`config.mk`:
```
export PLATFORM = sky130hd
export DESIGN_NAME = hazard_ctrl
export DESIGN_NICKNAME = d
export VERILOG_FILES = /design/src/rtl/pipeline_pkg.sv /design/src/rtl/hazard_ctrl_fwd_sel.sv /design/src/rtl/hazard_ctrl.sv
export SDC_FILE = /design/constraint.sdc
export NUM_CORES = 1
export LEC_CHECK = 0
export ABC_AREA = 0
export ABC_CLOCK_PERIOD_IN_PS = 2600
export CAP_MARGIN = 10
export CELL_PAD_IN_SITES_DETAIL_PLACEMENT = 1
export CELL_PAD_IN_SITES_GLOBAL_PLACEMENT = 2
export CORE_MARGIN = 5
export CORE_UTILIZATION = 25
export CTS_BUF_LIST = sky130_fd_sc_hd__clkbuf_4
export DETAILED_ROUTE_END_ITERATION = 7
export GPL_ROUTABILITY_DRIVEN = 0
export PLACE_DENSITY = 0.85
export SLEW_MARGIN = 10
export SYNTH_ARGS = -nofsm -noshare
export SYNTH_HDL_FRONTEND = slang
export SYNTH_HIERARCHICAL = 1
export SYNTH_SLANG_ARGS = --single-unit
```
`constraint.sdc`:
```
create_clock -name clk -period 2.6 [get_ports clk]
set_input_delay 0.26 -clock clk [delete_from_list [all_inputs] [get_ports clk]]
set_output_delay 0.26 -clock clk [all_outputs]
set_load 0.01 [all_outputs]
```
`src/rtl/pipeline_pkg.sv`:
```
// Shared types and constants for the pipeline hazard logic.
// Holds the hazard FSM states, forwarding select encodings and register-zero index.
package pipeline_pkg;

  typedef enum logic [1:0] {
    RUN         = 2'd0,
    BRANCH_WAIT = 2'd1,
    FLUSH       = 2'd2
  } hz_state_t;

  localparam logic [1:0] FWD_REG = 2'b00;
  localparam logic [1:0] FWD_W   = 2'b01;
  localparam logic [1:0] FWD_M   = 2'b10;

  localparam logic [4:0] REG_ZERO = 5'd0;

  // Register $zero is hard-wired, so a write to it never produces a usable value.
  function automatic logic live_write(input logic en, input logic [4:0] dst,
                                      input logic [4:0] src);
    return en && (dst != REG_ZERO) && (dst == src);
  endfunction

endpackage

```
`src/rtl/hazard_ctrl_fwd_sel.sv`:
```
// EX-stage operand forwarding select for a single ALU source.
// The M-stage result is newer than the W-stage result, so M wins when both match.
module fwd_sel
  import pipeline_pkg::*;
(
  input  logic [4:0] src,
  input  logic [4:0] write_reg_m,
  input  logic       reg_write_m,
  input  logic [4:0] write_reg_w,
  input  logic       reg_write_w,
  output logic [1:0] sel
);

  always_comb begin
    sel = FWD_REG;
    if (live_write(reg_write_m, write_reg_m, src)) begin
      sel = FWD_M;
    end else if (live_write(reg_write_w, write_reg_w, src)) begin
      sel = FWD_W;
    end
  end

endmodule

```
`src/rtl/hazard_ctrl.sv`:
```
// Central hazard controller: EX forwarding, load-use stalls and branch resolution sequencing.
// Forwarding and load-use are same-cycle; branch actions follow the registered FSM state.
module hazard_ctrl
  import pipeline_pkg::*;
#(
  parameter int BRANCH_TIMEOUT = 8,
  parameter int CNT_W          = 32
) (
  input  logic             clk,
  input  logic             rst,
  input  logic [4:0]       rs_d,
  input  logic [4:0]       rt_d,
  input  logic             branch_d,
  input  logic [4:0]       rs_e,
  input  logic [4:0]       rt_e,
  input  logic [4:0]       write_reg_e,
  input  logic             reg_write_e,
  input  logic             mem_to_reg_e,
  input  logic [4:0]       write_reg_m,
  input  logic             reg_write_m,
  input  logic [4:0]       write_reg_w,
  input  logic             reg_write_w,
  input  logic             branch_resolved,
  input  logic             branch_taken,
  output logic             stall_f,
  output logic             stall_d,
  output logic             flush_d,
  output logic             flush_e,
  output logic [1:0]       forward_a_e,
  output logic [1:0]       forward_b_e,
  output logic             resume,
  output logic             redirect,
  output logic             timeout_err,
  output logic [CNT_W-1:0] stall_count
);

  localparam int WAIT_W = ($clog2(BRANCH_TIMEOUT) > 0) ? $clog2(BRANCH_TIMEOUT) : 1;
  localparam logic [WAIT_W-1:0] WAIT_LAST = WAIT_W'(BRANCH_TIMEOUT - 1);

  hz_state_t         state, state_next;
  logic [WAIT_W-1:0] wait_cnt;
  logic [1:0]        fwd_a_raw, fwd_b_raw;
  logic              lu;
  logic              timeout_set;

  fwd_sel u_fwd_a (
    .src         (rs_e),
    .write_reg_m (write_reg_m),
    .reg_write_m (reg_write_m),
    .write_reg_w (write_reg_w),
    .reg_write_w (reg_write_w),
    .sel         (fwd_a_raw)
  );

  fwd_sel u_fwd_b (
    .src         (rt_e),
    .write_reg_m (write_reg_m),
    .reg_write_m (reg_write_m),
    .write_reg_w (write_reg_w),
    .reg_write_w (reg_write_w),
    .sel         (fwd_b_raw)
  );

  assign forward_a_e = rst ? FWD_REG : fwd_a_raw;
  assign forward_b_e = rst ? FWD_REG : fwd_b_raw;

  assign lu = mem_to_reg_e && reg_write_e && (write_reg_e != REG_ZERO) &&
              ((write_reg_e == rs_d) || (write_reg_e == rt_d));

  always_ff @(posedge clk) begin
    if (rst) begin
      state <= RUN;
    end else begin
      state <= state_next;
    end
  end

  // Load-use outranks a branch in decode; the branch is picked up once the bubble is in.
  always_comb begin
    state_next  = state;
    stall_f     = 1'b0;
    stall_d     = 1'b0;
    flush_d     = 1'b0;
    flush_e     = 1'b0;
    resume      = 1'b0;
    redirect    = 1'b0;
    timeout_set = 1'b0;
    if (!rst) begin
      unique case (state)
        RUN: begin
          if (lu) begin
            stall_f = 1'b1;
            stall_d = 1'b1;
            flush_e = 1'b1;
          end else if (branch_d) begin
            state_next = BRANCH_WAIT;
          end
        end
        BRANCH_WAIT: begin
          stall_f = 1'b1;
          flush_d = 1'b1;
          if (branch_resolved) begin
            resume     = 1'b1;
            state_next = branch_taken ? FLUSH : RUN;
          end else if (wait_cnt == WAIT_LAST) begin
            resume      = 1'b1;
            timeout_set = 1'b1;
            state_next  = RUN;
          end
        end
        FLUSH: begin
          redirect   = 1'b1;
          flush_d    = 1'b1;
          flush_e    = 1'b1;
          state_next = RUN;
        end
        default: state_next = RUN;
      endcase
    end
  end

  always_ff @(posedge clk) begin
    if (rst || state != BRANCH_WAIT) begin
      wait_cnt <= '0;
    end else begin
      wait_cnt <= wait_cnt + WAIT_W'(1);
    end
  end

  always_ff @(posedge clk) begin
    if (rst) begin
      timeout_err <= 1'b0;
    end else if (timeout_set) begin
      timeout_err <= 1'b1;
    end
  end

  always_ff @(posedge clk) begin
    if (rst) begin
      stall_count <= '0;
    end else if (stall_f) begin
      stall_count <= stall_count + CNT_W'(1);
    end
  end

endmodule

```
Word level (Yosys, flattened, before mapping):

Index checks and enable logic that the tools add are counted.

* reductions and logical operators: 17
* equal/unequal tests: 13
* $add $sub $neg: 2
* multiplexer cells: 30

Operator list (number)
* adder 32 x 1 -> 32 bit (second input constant): 1
* == test 5 bit: 6
* two-way mux 1 bit: 18
* two-way mux 2 bit: 9
* nonzero test 5 bit: 3
* logical AND 1 bit: 9
* inequality test 2 bit (second input constant): 2
* one-hot mux 1 bit (2 select lines): 2
* one-hot mux 2 bit (2 select lines): 1
* adder 3 x 1 -> 3 bit (second input constant): 1
* == test 3 bit (second input constant): 1
* inequality test 3 bit (second input constant): 1
* AND reduction 3 bit: 1
* == test 2 x 1 -> 1 bit (second input constant): 1
* == test 2 bit (second input constant): 1
* zero test 2 bit: 1
* logical OR 1 bit: 2
* inequality test 2 x 1 -> 1 bit (second input constant): 1
* OR reduction 2 bit: 1

* logic and storage cells: 66
* output and inout bits: 43
* input bits: 44
* register bits after elaboration: 38

Longest topological paths before layout:

Gate-level depths: netlist (run 1).

* word-level depth: 6
* depth in mapped cells: 9

By module:

Netlist (run 1), hierarchy kept.

By module, submodules not included
* hazard_ctrl: area an instance 2059.5 um^2, times used 1, cells an instance 254, seq. area each 760.7 um^2
* fwd_sel: area an instance 151.4 um^2, times used 2, cells an instance 20, seq. area each 0.0 um^2

Least setup slack after synthesis (run 1):

OpenSTA, ideal clock, no wires.

* kind: register -> register
* start: register stall_count[0]
* end: register stall_count[22]
* cell stages (with the launch flop): 9
* data required time: 2.529 ns
* clock period less this slack: 1.896 ns
* path slack: 0.704 ns
* buffers on the path: 2
* library setup time: 0.071 ns
* arrival: 1.826 ns
* path through: dfxtp_1 ha_1 clkbuf_2 and2_1 clkbuf_1 and3_1 nand3_1 or4_1 a21oi_1

* cells in the longest elaborated chain, start to end: 1

Ends and longest elaborated chain
* start, declared: line hazard_ctrl.sv:34 `output logic [CNT_W-1:0] stall_count`
* start signal, assigned: line hazard_ctrl.sv:142 `stall_count <= stall_count + CNT_W'(1);`
* adder 32 x 1 -> 32 bit: line hazard_ctrl.sv:142

No other way between the ends.
A chain may end at the register's enable or synchronous reset.

Worst setup path after layout (run 1):

* start: register state[1]
* end: output flush_e

* cells in the longest elaborated chain, start to end: 3

Ends and longest elaborated chain
* start, declared: line hazard_ctrl.sv:40 `hz_state_t state, state_next;`
* start signal, assigned: line hazard_ctrl.sv:74 `state <= state_next;`
* == test 2 bit / zero test 2 bit (equally long branches): line hazard_ctrl.sv:89 `unique case (state)`
* one-hot mux 1 bit (2 select lines) *: line hazard_ctrl.sv:89
* two-way mux 1 bit *: line hazard_ctrl.sv:88 `if (!rst) begin`
* end, declared: line hazard_ctrl.sv:28 `output logic flush_e,`

Mark *: on every way between the ends. The rest lies on a longest branch, timed or not.

==> impl_results.md, run 1 <==
- Clock Root Buffer: clkbuf_4
- Top FF cell, synth: dfxtp_1
- First-pass GRT wire length: 12,600 um
- Final Cycle Share: 93.9%
- YS warnings: 6
- Library cells used by synthesis: 38
- Internal power: 973 uW
- Worst-path clk slew: 130 ps
- Worst R2R Setup Slack: 500 ps
- Largest cells by area after synthesis: dfxtp_1 (32%), xnor2_1 (7.4%), a21oi_1 (7.2%)
- Post-layout util: 37.7%
- Worst r2r src: stall_count[13]
- Post-layout instance area: 3480 sq um
- Most common cell in the netlist: dfxtp_1
- Max Cap Viol: 0
- Via/cell ratio: 5.01
- Slew Limit Fails: 0
- Peak supply drop: 0.163 mV
- EDFF count, synth: 0
- Worst Hold Class: reg2reg
- DRT iter0 DRCs: 55
- CTS buffer count: 5
- Clock latency at the later pin of the worst-skew pair: 350 ps
- Syn_nets: 344
- Capturing point of the worst reg2reg path: stall_count[31]
- Crit path time final: 2440 ps
- Vias in the first global route: 2,526
- Fin Clk Skew: 9.68 ps
- Max H-tree Level: 2
- Critical Path Sink: flush_e
- RSZ-0062 raised after global routing: false
- Wire length per cell: 15.6 um
- Req. time, crit path: 2340 ps
- Async set-reset flop share out of synthesis: 0%
- Area of the core: 9240 sq um
- FF+latch count, synth: 38
- Clk sinks: 38
- Critical-path maximum fanout: 3
- Outcome: finished, final reports clean
- # fillers: 1,092
- Die Height: 107 um
- Initial antenna violation count: 0
- Clock share of power: 32.1%
- Largest net degree at the start of global routing: 54
- Post-Synthesis Cell Area: 2360 sq um
- DRC: 0
- CP endpoint kind: output port
- Most frequent cells after synthesis: dfxtp_1 (38), a21oi_1 (34), nand3_1 (22), or3_1 (22), o21ai_0 (21)
- F_max: 410 MHz
- Synthesis-to-finish area growth: 47.4%
- Grt ovf: 0
- Setup violations, final: 0
- Total GRT Usage: 13.5%
- Starting Density: 25.6%
- Crit path launch: state[1]
- Depth of the most critical reg-to-reg path: 6
- Crit Path Category: reg2out
- Die area: 11,500 sq um
- Seq pwr share: 44.5%
- Setup tns final: 0 ps
- DRT antenna net count: 0
- Synth area leader: dfxtp_1
- Switching pwr: 386 uW
- Synth Instances: 294
- Vias: 2,544
- CTS Buffer Depth: 2
- Mapped Avg Cell Area: 8.03 sq um
- Dpl cell area: 3380 sq um
- Die Width: 107 um
- Slew headroom: 59.9%
- Share of layout cells above drive strength 1: 7.65%
- Pwr dens: 390 nW/um^2
- Top Ports: 87
- Row cnt: 35
- Share of the synthesized area in the top cell type: 32.2%
- Worst slew pin tran: 601 ps
- N_diodes: 0
- LEAKAGE: 1.12 nW
- Startpoint Class: flip-flop
- CTS tree: yes
- Combinational power share: 23.3%
- Final hold slack: 447 ps
- Detailed-route wire length: 7940 um
- Sequential-to-total area share from yosys stat: 32.2%
- Post-detail-place hpwl: 6250 um
- PortBufs: 86
- Hold Vio Cnt, Final: 0
- Power, Total: 1.36 mW
- Switching share of power: 28.4%
- TritonRoute pass-1 iters: 4
- Post-layout net count: 428
- CP arrival: 2180 ps
- Post-CTS setup buffers: 0
-- metal layers --
| layer | vias up | part of all wire (%) | global-route usage (%) |
|---|---|---|---|
| li1 | 1250 | - | - |
| met5 | - | 0 | 0 |
| met4 | 0 | 0.99 | 3.01 |
| met2 | 43 | 50 | 23.8 |
| met1 | 1244 | 45 | 16.8 |
| met3 | 7 | 4.0 | 2.89 |
-- layout by cell type (no fill, tap or decap) --
master,netlist,layout
nor3_2,2,2
nand4_1,13,13
clkbuf_4,0,7
buf_12,0,1
ha_1,6,6
nor2b_1,6,6
a21oi_4,0,2
a31oi_1,1,1
bufinv_16,0,1
o31ai_1,9,9
or2_2,1,1
nor3_1,6,6
or4_1,9,9
and4_4,1,1
and4_1,3,3
buf_4,1,7
a222oi_1,1,1
dfxtp_1,38,38
and2_1,2,2
nor4_1,2,2
nor4_4,1,1
inv_1,8,8
nor2_1,16,16
o21ai_0,21,21
a211oi_2,2,2
or3_1,22,22
o22ai_2,1,1
o41ai_2,2,2
nand2_1,12,12
xor2_1,7,7
nand2b_1,2,2
nand3_2,1,1
xnor2_1,20,20
nand3_1,22,22
dlymetal6s2s_1,0,2
a21oi_1,34,33
clkdlybuf4s50_1,0,84
mux2i_1,2,2
and3_1,3,3
-- worst max-delay path, cell delays in order (launching register included) --
cell	delay [ps]
dfxtp_1	360
inv_1	90
ha_1	220
nand3_1	130
a21oi_4	190
nand2_1	70
nor2_1	110
or2_2	120
clkdlybuf4s50_1	530
-- metrics by stage --
stage	setup slack, ps	cells
after floorplan	704	294
after global placement	149	500
after detailed placement	98.6	500
after CTS	21.5	508
after global routing	9.76	508
final	158	508
-- worst min-delay path by stage --
stage / startpoint / endpoint / slack [ps] / depth (start not counted)
3_5_place_dp: wait_cnt[0] / wait_cnt[0] / 420 / 1
4_1_cts: wait_cnt[0] / wait_cnt[0] / 440 / 1
3_3_place_gp: wait_cnt[0] / wait_cnt[0] / 410 / 1
5_1_grt: wait_cnt[0] / wait_cnt[0] / 460 / 1
2_1_floorplan: wait_cnt[0] / wait_cnt[0] / 400 / 1
6_report: wait_cnt[0] / wait_cnt[0] / 450 / 1
-- state kept, by name (all words and copies together), names as in the netlist --
signal and flops:
stall_count 32, state 2, timeout_err 1, wait_cnt 3
-- final cells by class --
type	count	area, sq um	area share [%]
multi-input cells	231	1510	43.3
repair buffers	94	938	26.9
clock buffers	7	52.6	1.51
well taps	129	161	4.64
flip-flops and latches	38	761	21.8
clock inverters	1	30.0	0.862
inverters	8	30.0	0.862
-- timing repair --
item	CTS	global route
endpoints found under the setup margin	0	5
hold buffers	0	0
resized for setup	0	4
-- power groups by stage --
stage,logic [mW],clock network [mW],registers [mW]
after CTS,0.319,0.452,0.606
after global placement,0.308,0,0.617
after floorplan,0.157,0,0.618
final,0.317,0.437,0.605
after detailed placement,0.318,0,0.619
after global routing,0.346,0.468,0.607
-- logic make-up after synthesis --
kind of cell	after synthesis	synth area share, %
flops	38	32.2
compound gates	72	18.5
fa+ha+maj	6	3.18
simple gates	124	30.5
buf+inv	25	4.71
mux	2	0.847
xor+xnor	27	10.0
(Power assumes the default switching activity.)
==> inputs of run 2 (changes only) <==
--- a/config.mk
+++ b/config.mk
@@ -7,10 +7,9 @@
 export LEC_CHECK = 0
 export ABC_AREA = 0
 export ABC_CLOCK_PERIOD_IN_PS = 2600
-export CAP_MARGIN = 10
 export CELL_PAD_IN_SITES_DETAIL_PLACEMENT = 1
 export CELL_PAD_IN_SITES_GLOBAL_PLACEMENT = 2
-export CORE_MARGIN = 5
+export CORE_MARGIN = 2
 export CORE_UTILIZATION = 25
 export CTS_BUF_LIST = sky130_fd_sc_hd__clkbuf_4
 export DETAILED_ROUTE_END_ITERATION = 7
==> impl_results.md, run 2 (synthesized netlist as in run 1, its figures left out) <==
- Starting Density: 25.7% (+0.12 points)
- Footprint of the multi-input gates: 1510 sq um (unchanged)
- Hold Vio Cnt, Final: 0 (unchanged)
- Post-detail-place hpwl: 5530 um (-11%)
- Clock share of power: 25.4% (-6.7 points)
- Number of flip-flops in the largest register: 32 (unchanged)
- Post-layout net count: 425 (-0.70%)
- Share of layout cells above drive strength 1: 6.91% (-0.74 points)
- Largest regs: stall_count (32), wait_cnt (3), state (2)
- M2 GR Usage: 24.6% (+0.83 points)
- GR met1 Demand/Resource: 19.1% (+2.2 points)
- Detailed-route wire length: 7460 um (-6.0%)
- Max H-tree Level: 2 (unchanged)
- Outcome: finished, final reports clean
- Setup violations, final: 0 (unchanged)
- TritonRoute pass-1 iters: 4 (unchanged)
- Biggest register: stall_count
- Clock Root Buffer: clkbuf_4
- Crit Path Category: in2out
- HP Start: wait_cnt[0]
- Slew headroom: 62.6% (+2.7 points)
- First-pass GRT wire length: 12,000 um (-4.8%)
- Largest net degree at the start of global routing: 54 (unchanged)
- DRT iter0 DRCs: 87 (+58%)
- Switching pwr: 385 uW (-0.17%)
- N_diodes: 0 (unchanged)
- Hold endpoint: wait_cnt[0]
- Row cnt: 35 (unchanged)
- RSZ-0062 raised after global routing: false
- Grt ovf: 0 (unchanged)
- Vias: 2,491 (-2.1%)
- Worst R2R Setup Slack: 500 ps (about the same)
- Worst Hold Class: reg2reg
- Wire length per cell: 15.3 um (-2.0%)
- Crit path time final: 2470 ps (+31.4 ps)
- Final hold slack: 442 ps (-4.86 ps)
- Hold_buf cts: 0 (unchanged)
- Via/cell ratio: 5.11 (+2.1%)
- # fillers: 1,087 (-0.46%)
- Worst slew pin tran: 561 ps (-39.9 ps)
- Synthesis-to-finish area growth: 44.1%
- DRC: 0 (unchanged)
- Area of the core: 9200 sq um (-0.47%)
- Register area: 761 sq um (unchanged)
- Worst-path clk slew: 120 ps (about the same)
- CTS Buffer Depth: 2 (unchanged)
- M3 GR Usage: 3.17% (+0.28 points)
- Fin Clk Skew: 18.2 ps (+8.51 ps)
- Capturing point of the worst reg2reg path: stall_count[31]
- Clk sinks: 38 (unchanged)
- CP arrival: 2210 ps (+30 ps)
- Worst r2r src: stall_count[3]
- DRT antenna net count: 0 (unchanged)
- Die Height: 101 um (-5.6%)
- Startpoint Class: input pin
- CTS buffer count: 5 (unchanged)
- Post-layout util: 37.0% (-0.68 points)
- Setup tns final: 0 ps (unchanged)
- Internal power: 848 uW (-13%)
- Initial antenna violation count: 0 (unchanged)
- Max Cap Viol: 0 (unchanged)
- Clock latency at the later pin of the worst-skew pair: 360 ps (about the same)
- Hold Crit Depth: 1 (unchanged)
- Peak supply drop: 0.143 mV (-12%)
- Die Width: 101 um (-5.6%)
- Combinational power share: 25.5% (+2.2 points)
- PortBufs: 86 (unchanged)
- CP endpoint kind: output port
- Switching share of power: 31.2% (+2.8 points)
- Seq pwr share: 49.1% (+4.6 points)
- Commonest non-fill, non-tap cell in the layout: clkdlybuf4s50_1
- Vias in the first global route: 2,444 (-3.2%)
- LEAKAGE: 1.07 nW (-4.2%)
- Gr busiest metal: met2
- F_max: 404 MHz (-1.3%)
- Depth of the most critical reg-to-reg path: 6 (unchanged)
- Critical-path maximum fanout: 4 (+1)
- CTS tree: yes
- Total GRT Usage: 14.5% (+1.0 points)
- Most frequent cells in the layout: clkdlybuf4s50_1 (86), dfxtp_1 (38), a21oi_1 (33)
- Final Cycle Share: 95.1% (+1.2 points)
- Req. time, crit path: 2340 ps (about the same)
- Die area: 10,200 sq um (-11%)
- Slew Limit Fails: 0 (unchanged)
- Top Ports: 87 (unchanged)
- Pwr dens: 362 nW/um^2 (-7.1%)
==> run 2: cell count changes in the layout (fill, tap and decap cells not counted) <==
cell and change:
clkinv_2 +1, clkbuf_4 -2, clkinvlp_4 +1, xnor2_1 -1
a21oi_2 +1, xnor2_2 +1, bufinv_16 -1, dlymetal6s2s_1 -2
a21oi_4 -1, clkinv_1 +1, clkdlybuf4s50_1 +2, buf_4 -3
==> run 2: power groups by stage <==
stage          registers, mW  logic [mW]  clock network (mW)
5_1_grt                0.608       0.344               0.354
3_3_place_gp           0.617       0.305                   0
3_5_place_dp           0.618       0.314                   0
4_1_cts                0.605       0.315               0.334
2_1_floorplan          0.618       0.157                   0
6_report               0.605       0.315               0.313
==> run 2: stage by stage <==
| step | total power, mW | cell area, sq um | setup WS [ps] | cells |
|---|---|---|---|---|
| 3_5_place_dp | 0.932 | 3340 | 112 | 479 |
| 6_report | 1.23 | 3400 | 127 | 487 |
| 4_1_cts | 1.25 | 3390 | 52.2 | 487 |
| 3_3_place_gp | 0.922 | 3340 | 149 | 479 |
| 5_1_grt | 1.31 | 3400 | 36.5 | 487 |
| 2_1_floorplan | 0.775 | 2360 | 704 | 294 |
==> run 2: final cells by class <==
| class | count | area share (%) |
|---|---|---|
| Clock buffer | 5 | 1.10 |
| Sequential cell | 38 | 22.4 |
| Clock inverter | 3 | 0.478 |
| Inverter | 8 | 0.882 |
| Tap cell | 111 | 4.08 |
| Multi-Input combinational cell | 231 | 44.3 |
| Timing Repair Buffer | 91 | 26.8 |
==> run 2: how the worst max path moves through the flow <==
| stage | from | end | slack, ps |
|---|---|---|---|
| after floorplan | stall_count[0] | stall_count[22] | 700 |
| after global placement | write_reg_m[0] | forward_b_e[0] | 150 |
| after detailed placement | write_reg_m[0] | forward_b_e[0] | 110 |
| after CTS | state[1] | flush_e | 50 |
| after global routing | write_reg_e[4] | flush_e | 40 |
| final | write_reg_m[0] | forward_b_e[0] | 130 |
==> run 2: critical path, cell delays in order <==
cell and delay, ps:
clkdlybuf4s50_1 510, o41ai_2 410, a211oi_2 130, nor3_2 180, nor2b_1 160, clkdlybuf4s50_1 560
==> run 2: metal layers <==
layer | share of wire, % | wire length [um]
met1 | 47 | 3530
met2 | 48 | 3550
met3 | 4.2 | 312
met4 | 0.94 | 70
met5 | 0 | 0
==> run 2: timing repair <==
item | in CTS | in global routing
setup endpoints to repair | 0 | 1
resized for setup | 0 | 2
setup buffers | 0 | 0
